$ cat src/rtl/fb_shift_reader.sv
// Frame-buffer read side: walks RAM port B and shifts each word MSB-first
// onto an LED driver chain, then strobes latch and reports done.
module fb_shift_reader #(
    parameter int ADDR_W = 8,
    parameter int DATA_W = 16,
    parameter int WORDS  = 256,
    parameter int CLKDIV = 4
) (
    input  logic              clk,
    input  logic              rst_n,
    input  logic              start,
    output logic [ADDR_W-1:0] ram_addr,
    input  logic [DATA_W-1:0] ram_dout,
    output logic              sclk,
    output logic              sdata,
    output logic              latch,
    output logic              busy,
    output logic              done
);

    localparam int DIV_W = (CLKDIV > 1) ? $clog2(CLKDIV) : 1;
    localparam int BIT_W = (DATA_W > 1) ? $clog2(DATA_W) : 1;

    localparam logic [DIV_W-1:0]  DIV_LAST  = DIV_W'(CLKDIV - 1);
    localparam logic [BIT_W-1:0]  BIT_LAST  = BIT_W'(DATA_W - 1);
    localparam logic [ADDR_W-1:0] ADDR_LAST = ADDR_W'(WORDS - 1);

    typedef enum logic [2:0] {
        S_IDLE,
        S_FETCH,
        S_LOAD,
        S_SHIFT,
        S_LATCH,
        S_DONE
    } state_t;

    state_t             state_q;
    state_t             state_d;
    logic [DIV_W-1:0]   div_cnt;
    logic [BIT_W-1:0]   bit_cnt;
    logic               phase;
    logic [DATA_W-1:0]  shreg;
    logic               div_end;
    logic               word_end;

    assign div_end  = (div_cnt == DIV_LAST);
    assign word_end = div_end && phase && (bit_cnt == '0);

    always_ff @(posedge clk or negedge rst_n) begin
        if (!rst_n) begin
            state_q <= S_IDLE;
        end else begin
            state_q <= state_d;
        end
    end

    always_comb begin
        state_d = state_q;
        unique case (state_q)
            S_IDLE:  if (start) state_d = S_FETCH;
            S_FETCH: state_d = S_LOAD;
            S_LOAD:  state_d = S_SHIFT;
            S_SHIFT: begin
                if (word_end) begin
                    if (ram_addr == ADDR_LAST) state_d = S_LATCH;
                    else                       state_d = S_FETCH;
                end
            end
            S_LATCH: if (div_end) state_d = S_DONE;
            S_DONE:  state_d = S_IDLE;
            default: state_d = S_IDLE;
        endcase
    end

    // ram_addr doubles as the word counter; it parks on the last word.
    always_ff @(posedge clk or negedge rst_n) begin
        if (!rst_n) begin
            ram_addr <= '0;
            div_cnt  <= '0;
            bit_cnt  <= '0;
            phase    <= 1'b0;
            shreg    <= '0;
        end else begin
            unique case (state_q)
                S_IDLE: begin
                    if (start) ram_addr <= '0;
                    div_cnt <= '0;
                    phase   <= 1'b0;
                end
                S_LOAD: begin
                    shreg   <= ram_dout;
                    bit_cnt <= BIT_LAST;
                    div_cnt <= '0;
                    phase   <= 1'b0;
                end
                S_SHIFT: begin
                    if (div_end) begin
                        div_cnt <= '0;
                        phase   <= ~phase;
                        if (phase) begin
                            if (bit_cnt == '0) begin
                                if (ram_addr != ADDR_LAST)
                                    ram_addr <= ram_addr + ADDR_W'(1);
                            end else begin
                                bit_cnt <= bit_cnt - BIT_W'(1);
                                shreg   <= shreg << 1;
                            end
                        end
                    end else begin
                        div_cnt <= div_cnt + DIV_W'(1);
                    end
                end
                S_LATCH: begin
                    if (div_end) div_cnt <= '0;
                    else         div_cnt <= div_cnt + DIV_W'(1);
                end
                default: begin
                    div_cnt <= '0;
                    phase   <= 1'b0;
                end
            endcase
        end
    end

    always_comb begin
        busy  = (state_q != S_IDLE);
        sclk  = (state_q == S_SHIFT) && phase;
        sdata = (state_q == S_SHIFT) && shreg[DATA_W-1];
        latch = (state_q == S_LATCH);
        done  = (state_q == S_DONE);
    end

endmodule

$ cat config.mk
export PLATFORM = sky130hd
export DESIGN_NAME = fb_shift_reader
export DESIGN_NICKNAME = d
export VERILOG_FILES = /design/src/rtl/fb_shift_reader.sv
export SDC_FILE = /design/constraint.sdc
export NUM_CORES = 1
export LEC_CHECK = 0
export ABC_CLOCK_PERIOD_IN_PS = 2340
export CORE_ASPECT_RATIO = 0.9
export CORE_MARGIN = 1
export CORE_UTILIZATION = 45
export CTS_BUF_LIST = sky130_fd_sc_hd__clkbuf_8
export DETAILED_ROUTE_END_ITERATION = 7
export PLACE_DENSITY = 0.73
export SETUP_SLACK_MARGIN = 0.15
export SYNTH_ARGS = -nofsm -noshare
export SYNTH_HDL_FRONTEND = slang
export SYNTH_SLANG_ARGS = --single-unit
$ cat constraint.sdc
create_clock -name clk -period 2.34 [get_ports clk]
set_clock_uncertainty 0.05 [all_clocks]
set_input_delay 0.468 -clock clk [delete_from_list [all_inputs] [get_ports clk]]
set_output_delay 0.468 -clock clk [all_outputs]
set_load 0.05 [all_outputs]
Word level (Yosys, flattened, before mapping):

Cells that the tools add are included.

* reduce and logical (&&, ||, !) cells: 14
* multiplexer cells: 23
* equal/unequal tests: 16
* bitwise operators: 2
* $add $sub $neg: 3

Operators by type and width (number)
* 2-to-1 mux 16 bit: 3
* 2-to-1 mux 8 bit: 5
* one-hot mux 16 bit (2 select lines): 1
* one-hot mux 8 bit (2 select lines): 1
* one-hot mux 3 bit (5 select lines): 1
* != test 2 bit (second input constant): 7
* 2-to-1 mux 3 bit: 4
* 2-to-1 mux 4 bit: 3
* adder 8 x 1 -> 8 bit (second input constant): 1
* == test 8 bit (second input constant): 1
* != test 8 bit (second input constant): 1
* one-hot mux 4 bit (2 select lines): 1
* == test 3 x 2 -> 1 bit (second input constant): 2
* == test 3 bit (second input constant): 2
* AND reduction 6 bit: 1
* logical AND 1 bit: 4
* zero test 4 bit: 1
* 2-to-1 mux 2 bit: 2
* AND reduction 4 bit: 1
* nonzero test 2 bit: 2
* subtractor 4 x 1 -> 4 bit (second input constant): 1
* == test 3 x 1 -> 1 bit (second input constant): 1
* zero test 3 bit: 1
* AND reduction 3 bit: 1
* 9 further kinds: 10

* output and inout port bits: 13
* logic and storage cells: 64
* register bits: 34
* input port bits: 19

Longest topological paths before layout:

* depth after elaboration: 6
* mapped depth: 9
* mapped depth without buffers: 6

Least setup slack after synthesis:

OpenSTA, ideal clock, no wires.

* path type: register to output
* start point: reg state_q[0]
* end point: out done
* stages on the path, launching flop included: 5
* setup slack: 189 ps
* arrival: 1633 ps
* cell sequence: dfrtp_1 > clkbuf_1 > clkbuf_1 > nand2_1 > nor2_1

* cells in the longest elaborated chain, start to end: 1

Ends and longest elaborated chain
* start: declaration: line 37 `state_t state_q;`
* start signal: assignment: line 53 `state_q <= state_d;`
* == test 3 bit: line 130 `done = (state_q == S_DONE);`
* end: declaration: line 18 `output logic done`

No other way between the ends.

Worst setup path after layout:

* start point: reg ram_addr[6]
* end point: out ram_addr[6]

RTL lines
* start: declaration: line 12 `output logic [ADDR_W-1:0] ram_addr,`
* start signal: assignment: line 103 `ram_addr <= ram_addr + ADDR_W'(1);`

No word-level cell between the ends.

==> impl_metrics.yaml <==
synthesis:
  syn_area_mm2: 0.00174
  ys_types: 38
  yosysTopAreaCell: "dfrtp_1"
  ys_seq_area_share_pct: 48.9
  ys.flop_type: "dfrtp_1"
  synth_nets: 208
  yosysTopAreaCellShare_pct: 48.9
  ys_top_cells_by_area: "dfrtp_1, o22ai_1, a21oi_1, a31oi_1, nand2_1"
  synth-edff-count: 0
  async_flop_share_pct: 100
  syn_inst: 186
  synth.avg_cell_area_um2: 9.36
  yosysWarningCount: 0
  ys_seq_elements: 34
layout:
  nFillCells: 292
  instances_no_fill: 264
  syn_to_final_growth_pct: 28.0
  diodes: 0
  final_area_mm2: 0.00223
  fin_util_pct: 60.2
  multiInputGateArea_um2: 830
  ff_latch_area_um2: 851
  drive_above_1_share_pct: 9.63
  layout.nets: 240
grt:
  grt_max_degree: 35
  grt_usage_pct: 22.8
  grt_antenna_before_repair: 0
  grt_pass1_wl_um: 6960
  gr-total-overflow: 0
  grt_pass1_vias: 1536
route:
  drc: 0
  via_count: 1606
  wire_per_inst_um: 15.8
  vias_per_cell: 6.08
  drt_iter0_markers: 122
  drt_wl_total_um: 4180
  first_pass_iters: 4
  ant_nets: 0
power_and_ir_drop:
  switching_share_pct: 21.7
  leakage_nw: 0.979
  powerDensity_mw_per_mm2: 476
  p_comb_share_pct: 5.8
  internal_power_mw: 0.831
  power_frac_clock_pct: 37.1
  peakVddDrop_uv: 283
  power_frac_seq_pct: 57.0
  p_switching_mw: 0.231
timing:
  max_freq_ghz: 0.478
  post-route-min-period_ps: 2090
  period_share_pct: 89.3
  setup_violations: 0
  slew_violations: 0
  tightest_slew_ps: 586
  max_slew_margin_pct: 60.9
  rsz0062_at_grt: "false"
  hold_violations: 0
  holdWs_ps: 400
  setup_tns_ps: 0
clock_tree:
  cts_num_sinks: 34
  cts.clk_slew.worst_paths_ps: 70
  clk_latency_ps: 280
  clockBufferDepth: 2
  cts_htree_levels: 2
  cts_hold_buf: 0
  cts_buffers: 5
  cts_tree: "built"
  clk_root_buffer_cell: "clkbuf_8"
floorplan:
  num_rows: 21
  io_pins: 32
  start_util_pct: 47.0
  dieWidth_um: 67.6
  core_area_mm2: 0.00370
  dieArea_mm2: 0.00412
  die_height_um: 61.0
outcome:
  status: "finished clean"
placed_design:
  place_area_mm2: 0.00214
  dp_cells: 257
  portBuffers: 31
  gp_congestion: 0.797
  hpwl_um: 2780
worst_setup_path:
  worstSetupStartpoint: "ram_addr[6]$_DFFE_PN0P_"
  path_max_fanout: 6
  worstPathArrival_ps: 1570
  worstPathCellList: "clkdlybuf4s50_1"
  path_depth: 1
  crit_buf_inv: 1
  path_delay_family: "buffers and inverters"
  cp.required_ps: 1820
  reg2reg_from: "bit_cnt[0]$_DFFE_PN0P_"
  cp-end-kind: "output pin"
  cp_slowest_cell: "clkdlybuf4s50_1"
  crit_type: "reg -> out"
  start_kind: "register"
  cpPeakStageDelay_ps: 860
  rr_worst_depth: 6
min_path:
  hp-class: "reg -> reg"
  whs_path_depth: 1
  hp-start: "div_cnt[0]$_DFF_PN0_"
run:
  max_cap_viol_count: 0
-- what timing repair did --
item,CTS,global route
resized for setup,0,3
setup endpoints to repair,0,23
buffers inserted,0,0
-- final timing paths --
check                      slack [ps]                 endpoint
max in group asynchronous        1390    shreg[10]$_DFFE_PN0P_
min reg2reg                       400     div_cnt[0]$_DFF_PN0_
max                               250              ram_addr[6]
min                               400     div_cnt[0]$_DFF_PN0_
max reg2reg                       300  ram_addr[7]$_DFFE_PN0P_
min in group asynchronous         540     div_cnt[1]$_DFF_PN0_
-- final cells by class --
class                      instances  area share (%)
sequential                        34            38.2
multi-input combinational        134            37.2
timing repair buffer              37            17.6
clock buffer                       5            3.09
tap                               46            2.58
inverter                           6            1.01
clock inverter                     2           0.337
-- registers in the layout (all words and copies together), names as in the netlist --
name	flops
shreg	16
div_cnt	2
ram_addr	8
bit_cnt	4
phase	1
state_q	3
-- synthesized netlist by cell type (2+ instances only) --
cell type  instances
a21oi_1           20
a22oi_1            2
a31oi_1           10
and2_1             2
and3_1             4
buf_2              4
clkbuf_1           8
dfrtp_1           34
ha_1               3
inv_1              6
mux2i_1            3
nand2_1           11
nand2b_1           3
nand3_1            3
nand3b_1           2
nand4_1            2
nor2_1            11
nor3_1             5
o21ai_0            3
o22ai_1           32
-- cells in the final DEF, fill, tap and decap left out, drive strengths merged, types with 2 or more instances in the layout --
| cell type | instances |
|---|---|
| nand4 | 2 |
| clkdlybuf4s50 | 26 |
| a21oi | 20 |
| and3 | 4 |
| buf | 11 |
| nand3 | 3 |
| mux2i | 3 |
| nor3 | 6 |
| nor2 | 11 |
| inv | 8 |
| nand3b | 2 |
| nand2 | 11 |
| ha | 3 |
| o21ai | 4 |
| nand2b | 3 |
| a31oi | 10 |
| o22ai | 32 |
| dfrtp | 34 |
| a22oi | 2 |
| or3 | 2 |
| clkbuf | 5 |
| and2 | 3 |
-- power by group through the flow --
stage	Clock, mW	Sequential (mW)	Combinational [mW]
2_1_floorplan	0	0.614	0.0138
3_3_place_gp	0	0.615	0.0616
3_5_place_dp	0	0.616	0.0633
4_1_cts	0.399	0.605	0.0635
5_1_grt	0.430	0.606	0.0678
6_report	0.394	0.606	0.0620
-- per-stage QoR --
step                power (mW)  setup slack [ps]
floorplan                0.628               189
global placement         0.677               305
detailed placement       0.680               233
CTS                       1.07               210
global route              1.10               211
finish                    1.06               250
-- cells by family after synthesis --
family / after synthesis / synth area share, %
compound gates: 77 / 27.4
simple gates: 50 / 15.2
flops: 34 / 48.9
buf+inv: 18 / 4.17
mux: 3 / 1.72
fa+ha+maj: 3 / 2.16
xor+xnor: 1 / 0.503
-- per-layer routing --
layer	track usage [%]	up-vias	share of wire, %
met5	0	-	0
met4	10.6	0	1.6
met3	3.89	5	4.9
met2	36.9	46	47
met1	30.1	784	46
li1	-	771	-
(Power assumes the default switching activity.)
==> RTL change 1: new RTL, same settings <==
`WORDS`: 256 -> 128.
--- a/src/rtl/fb_shift_reader.sv
+++ b/src/rtl/fb_shift_reader.sv
@@ -5,3 +5,3 @@
     parameter int DATA_W = 16,
-    parameter int WORDS  = 256,
+    parameter int WORDS  = 128,
     parameter int CLKDIV = 4
Check against the original RTL: no difference found for any inputs over 10 cycles, from zero or initial values and one cycle with rst_n low; that may be too few to reach the edited logic, so the function may still have changed.
==> RTL change 1 against the original RTL <==
Wire length down 3.7%. Fmax down 0.64%. Setup slack worse by 0.014 ns. Design area up 1.7%. Critical path type unchanged. Sequential cell count unchanged. Die area up 3.3%. Total power up 4.3%. Area after synthesis up 3.4%.
==> RTL change 1: results <==
set metrics [dict create \
    drt-total-wl_mm 4.025 \
    use_met3_pct 5.657 \
    final.fill_count 327 \
    grtUsageMet2_pct 32.21 \
    yosysSeqAreaShare_pct 47.26 \
    final_nets 243 \
    grt_pass1_vias 1447 \
    routabilityCongestion 0.7844 \
    crit_fanout 8 \
    ir_worst_vdd_uv 390.9 \
    syn_inst 190 \
    outcome "finished, final reports clean" \
    track_usage_pct 21.32 \
    dp.cells 260 \
    setup.worst_path.start "ram_addr[5]$_DFFE_PN0P_" \
    critPathArrivalTime_ns 1.59 \
    syn_nets 212 \
    synthTopCellsByCount "dfrtp_1, o22ai_1, a21oi_1" \
    ys_types 39 \
    place_hpwl_mm 2.776 \
    grtUsageMet1_pct 29.44 \
    r2r_slack_ns 0.32 \
    avgViaCountPerCell 5.933 \
    drive_above_1_share_pct 11.71 \
    p_leak_nw 0.9858 \
    regToRegEndpoint "shreg[5]$_DFFE_PN0P_" \
    cpPeakStageDelay_ns 0.84 \
]
[RTL change 1: cell types whose count changed in the layout (fill, tap and decap cells not counted), sizes merged, moves of 2 or more]
cell / unedited run / this run
and2: 3 / 5
nor2: 11 / 9
nand2: 11 / 7
a31oi: 10 / 7
inv: 8 / 10
o21ai: 4 / 6
nand3: 3 / 5
nor2b: 1 / 3
nor3: 6 / 9
o211ai: 0 / 2
[RTL change 1: through the flow]
step	setup WS (ns)	power, mW	hold slack (ns)	area (µm²)	util [%]
floorplan	0.2254	0.6283	0.1224	1800	-
global placement	0.2729	0.6781	0.3759	2176	57.51
detailed placement	0.1725	0.6798	0.3912	2176	57.51
CTS	0.1544	1.120	0.4004	2267	59.92
global route	0.1682	1.155	0.4264	2268	59.95
finish	0.2360	1.107	0.3948	2268	59.95
[RTL change 1: repair_timing]
action,CTS,global route
endpoints found under the setup margin,0,18
resized for setup,0,1
hold buffers,0,0
[RTL change 1: layout make-up]
cell class / instances / area [µm²] / share of cell area, %
clock inverter: 2 / 8.758 / 0.3861
tap: 46 / 57.56 / 2.537
inverter: 9 / 33.78 / 1.489
sequential: 34 / 850.8 / 37.51
multi-input combinational: 134 / 842.1 / 37.12
timing repair buffer: 37 / 392.9 / 17.32
clock buffer: 6 / 82.58 / 3.640
[RTL change 1: per-layer routing]
metal	vias to the layer above	routed length [µm]	share of wire, %
met5	-	0	0
li1	784	-	-
met3	2	104	2.6
met1	774	1928	48
met4	0	27	0.67
met2	30	1966	49
[RTL change 1: report_power, final]
part	internal, mW	switching [mW]	leakage, nW	total [mW]
logic	0.0378	0.0249	0.560	0.0627
clock network	0.233	0.206	0.0524	0.439
registers	0.597	0.00779	0.374	0.605
[RTL change 1: cell families after synthesis]
| family | after synthesis | synth area share [%] |
|---|---|---|
| mux | 2 | 1.112 |
| buf+inv | 22 | 6.046 |
| compound gates | 76 | 26.82 |
| fa+ha+maj | 3 | 2.085 |
| flops | 34 | 47.26 |
| simple gates | 53 | 16.68 |
[RTL change 1: how the worst min path moves through the flow]
| stage | slack, ns | depth (start not counted) | end |
|---|---|---|---|
| CTS | 0.40 | 1 | div_cnt[0]$_DFF_PN0_ |
| floorplan | 0.12 | 0 | bit_cnt[0]$_DFFE_PN0P_ |
| detailed placement | 0.39 | 1 | div_cnt[0]$_DFF_PN0_ |
| finish | 0.39 | 1 | div_cnt[0]$_DFF_PN0_ |
| global placement | 0.38 | 1 | div_cnt[0]$_DFF_PN0_ |
| global route | 0.43 | 1 | div_cnt[0]$_DFF_PN0_ |
==> RTL change 2: new RTL, config.mk and constraints unchanged <==
Without the edit above. Make the reset (`rst_n`) synchronous in 2 clocked blocks.
--- a/src/rtl/fb_shift_reader.sv
+++ b/src/rtl/fb_shift_reader.sv
@@ -48,3 +48,3 @@
 
-    always_ff @(posedge clk or negedge rst_n) begin
+    always_ff @(posedge clk) begin
         if (!rst_n) begin
@@ -75,3 +75,3 @@
     // ram_addr doubles as the word counter; it parks on the last word.
-    always_ff @(posedge clk or negedge rst_n) begin
+    always_ff @(posedge clk) begin
         if (!rst_n) begin
Check against the original RTL: differs if rst_n is asserted again (counterexample within 4 cycles, from zero or initial values and one cycle with rst_n low); with rst_n held inactive, the same outputs for 10 cycles.
==> RTL change 2 against the original RTL <==
Critical path depth unchanged. Area after synthesis fell by 5.0%. Non-clock buffer count did not move. Setup slack got worse by 0.020 ns. Design area fell by 3.4%. Register-to-register slack gained 0.03 ns. Fmax decreased by 0.94%. Wire length fell by 8.5%. Sequential cell count unchanged.
Power is not compared: it rests on default switching activity, and its combinational part moved more than twofold at a synthesized area within 25%.
==> RTL change 2: results <==
set metrics [dict create \
    outcome "finished, final reports clean" \
    use_met3_pct 7.115 \
    crit_fanout 7 \
    synth_xor_area_share_pct 0.5295 \
    async_flop_share_pct 0 \
    grt_max_degree 21 \
    grtUsageMet1_pct 26.86 \
    grt_pass1_vias 1365 \
    yosysSeqAreaShare_pct 41.15 \
    place_area_um2 2032 \
    muxShareOfSynthArea_pct 0.6051 \
    slew_headroom_pct 53.32 \
    final.fill_count 293 \
    yosys.area_share.adder_pct 2.269 \
    place_hpwl_mm 2.714 \
    final_cells 256 \
    critPathArrivalTime_ns 1.59 \
    ctsResizeCount 3 \
    grt_pass1_wl_mm 6.203 \
    dp.cells 248 \
    ys.flop_type "dfxtp_1" \
    syn_nets 198 \
    drt-total-wl_mm 3.824 \
    r2r_slack_ns 0.33 \
    met2WireLength_mm 1.691 \
    final.min_clock_period_ns 2.110 \
    synth_compound_area_share_pct 25.11 \
    synthTopCellsByCount "dfxtp_1, and2_1, a221o_1" \
    avgViaCountPerCell 5.793 \
    final_nets 233 \
    syn_area_per_cell_um2 9.398 \
    post-place-ws_ns -0.1502 \
    hold_ws_ns 0.3936 \
    drive_above_1_share_pct 16.98 \
    synthTopCellsByArea "dfxtp_1, a221o_1, and2_1" \
    grtUsageMet2_pct 33.67 \
    routabilityCongestion 0.7451 \
    first_iter_violations 77 \
]
RTL change 2: worst paths after layout:
check,startpoint,end,cells after the start
worst min register to register,div_cnt[0]$_SDFF_PP0_,div_cnt[0]$_SDFF_PP0_,1
worst max register to register,ram_addr[1]$_SDFFE_PN0P_,ram_addr[5]$_SDFFE_PN0P_,5
worst min-delay path,div_cnt[0]$_SDFF_PP0_,div_cnt[0]$_SDFF_PP0_,1
worst max-delay path,ram_addr[2]$_SDFFE_PN0P_,ram_addr[2],1
RTL change 2: area by class of cell:
class | instances | area, µm² | share of cell area, %
clock inverter | 3 | 45.04 | 2.091
inverter | 3 | 11.26 | 0.5226
clock buffer | 5 | 68.82 | 3.194
multi-input combinational | 130 | 924.6 | 42.92
sequential | 34 | 681.9 | 31.65
timing repair buffer | 37 | 367.9 | 17.07
tap | 44 | 55.05 | 2.555
RTL change 2: where the power goes:
part           switching (mW)  total, mW  internal (mW)
registers              0.0412      0.658          0.617
logic                   0.106      0.215          0.108
clock network           0.228      0.544          0.317
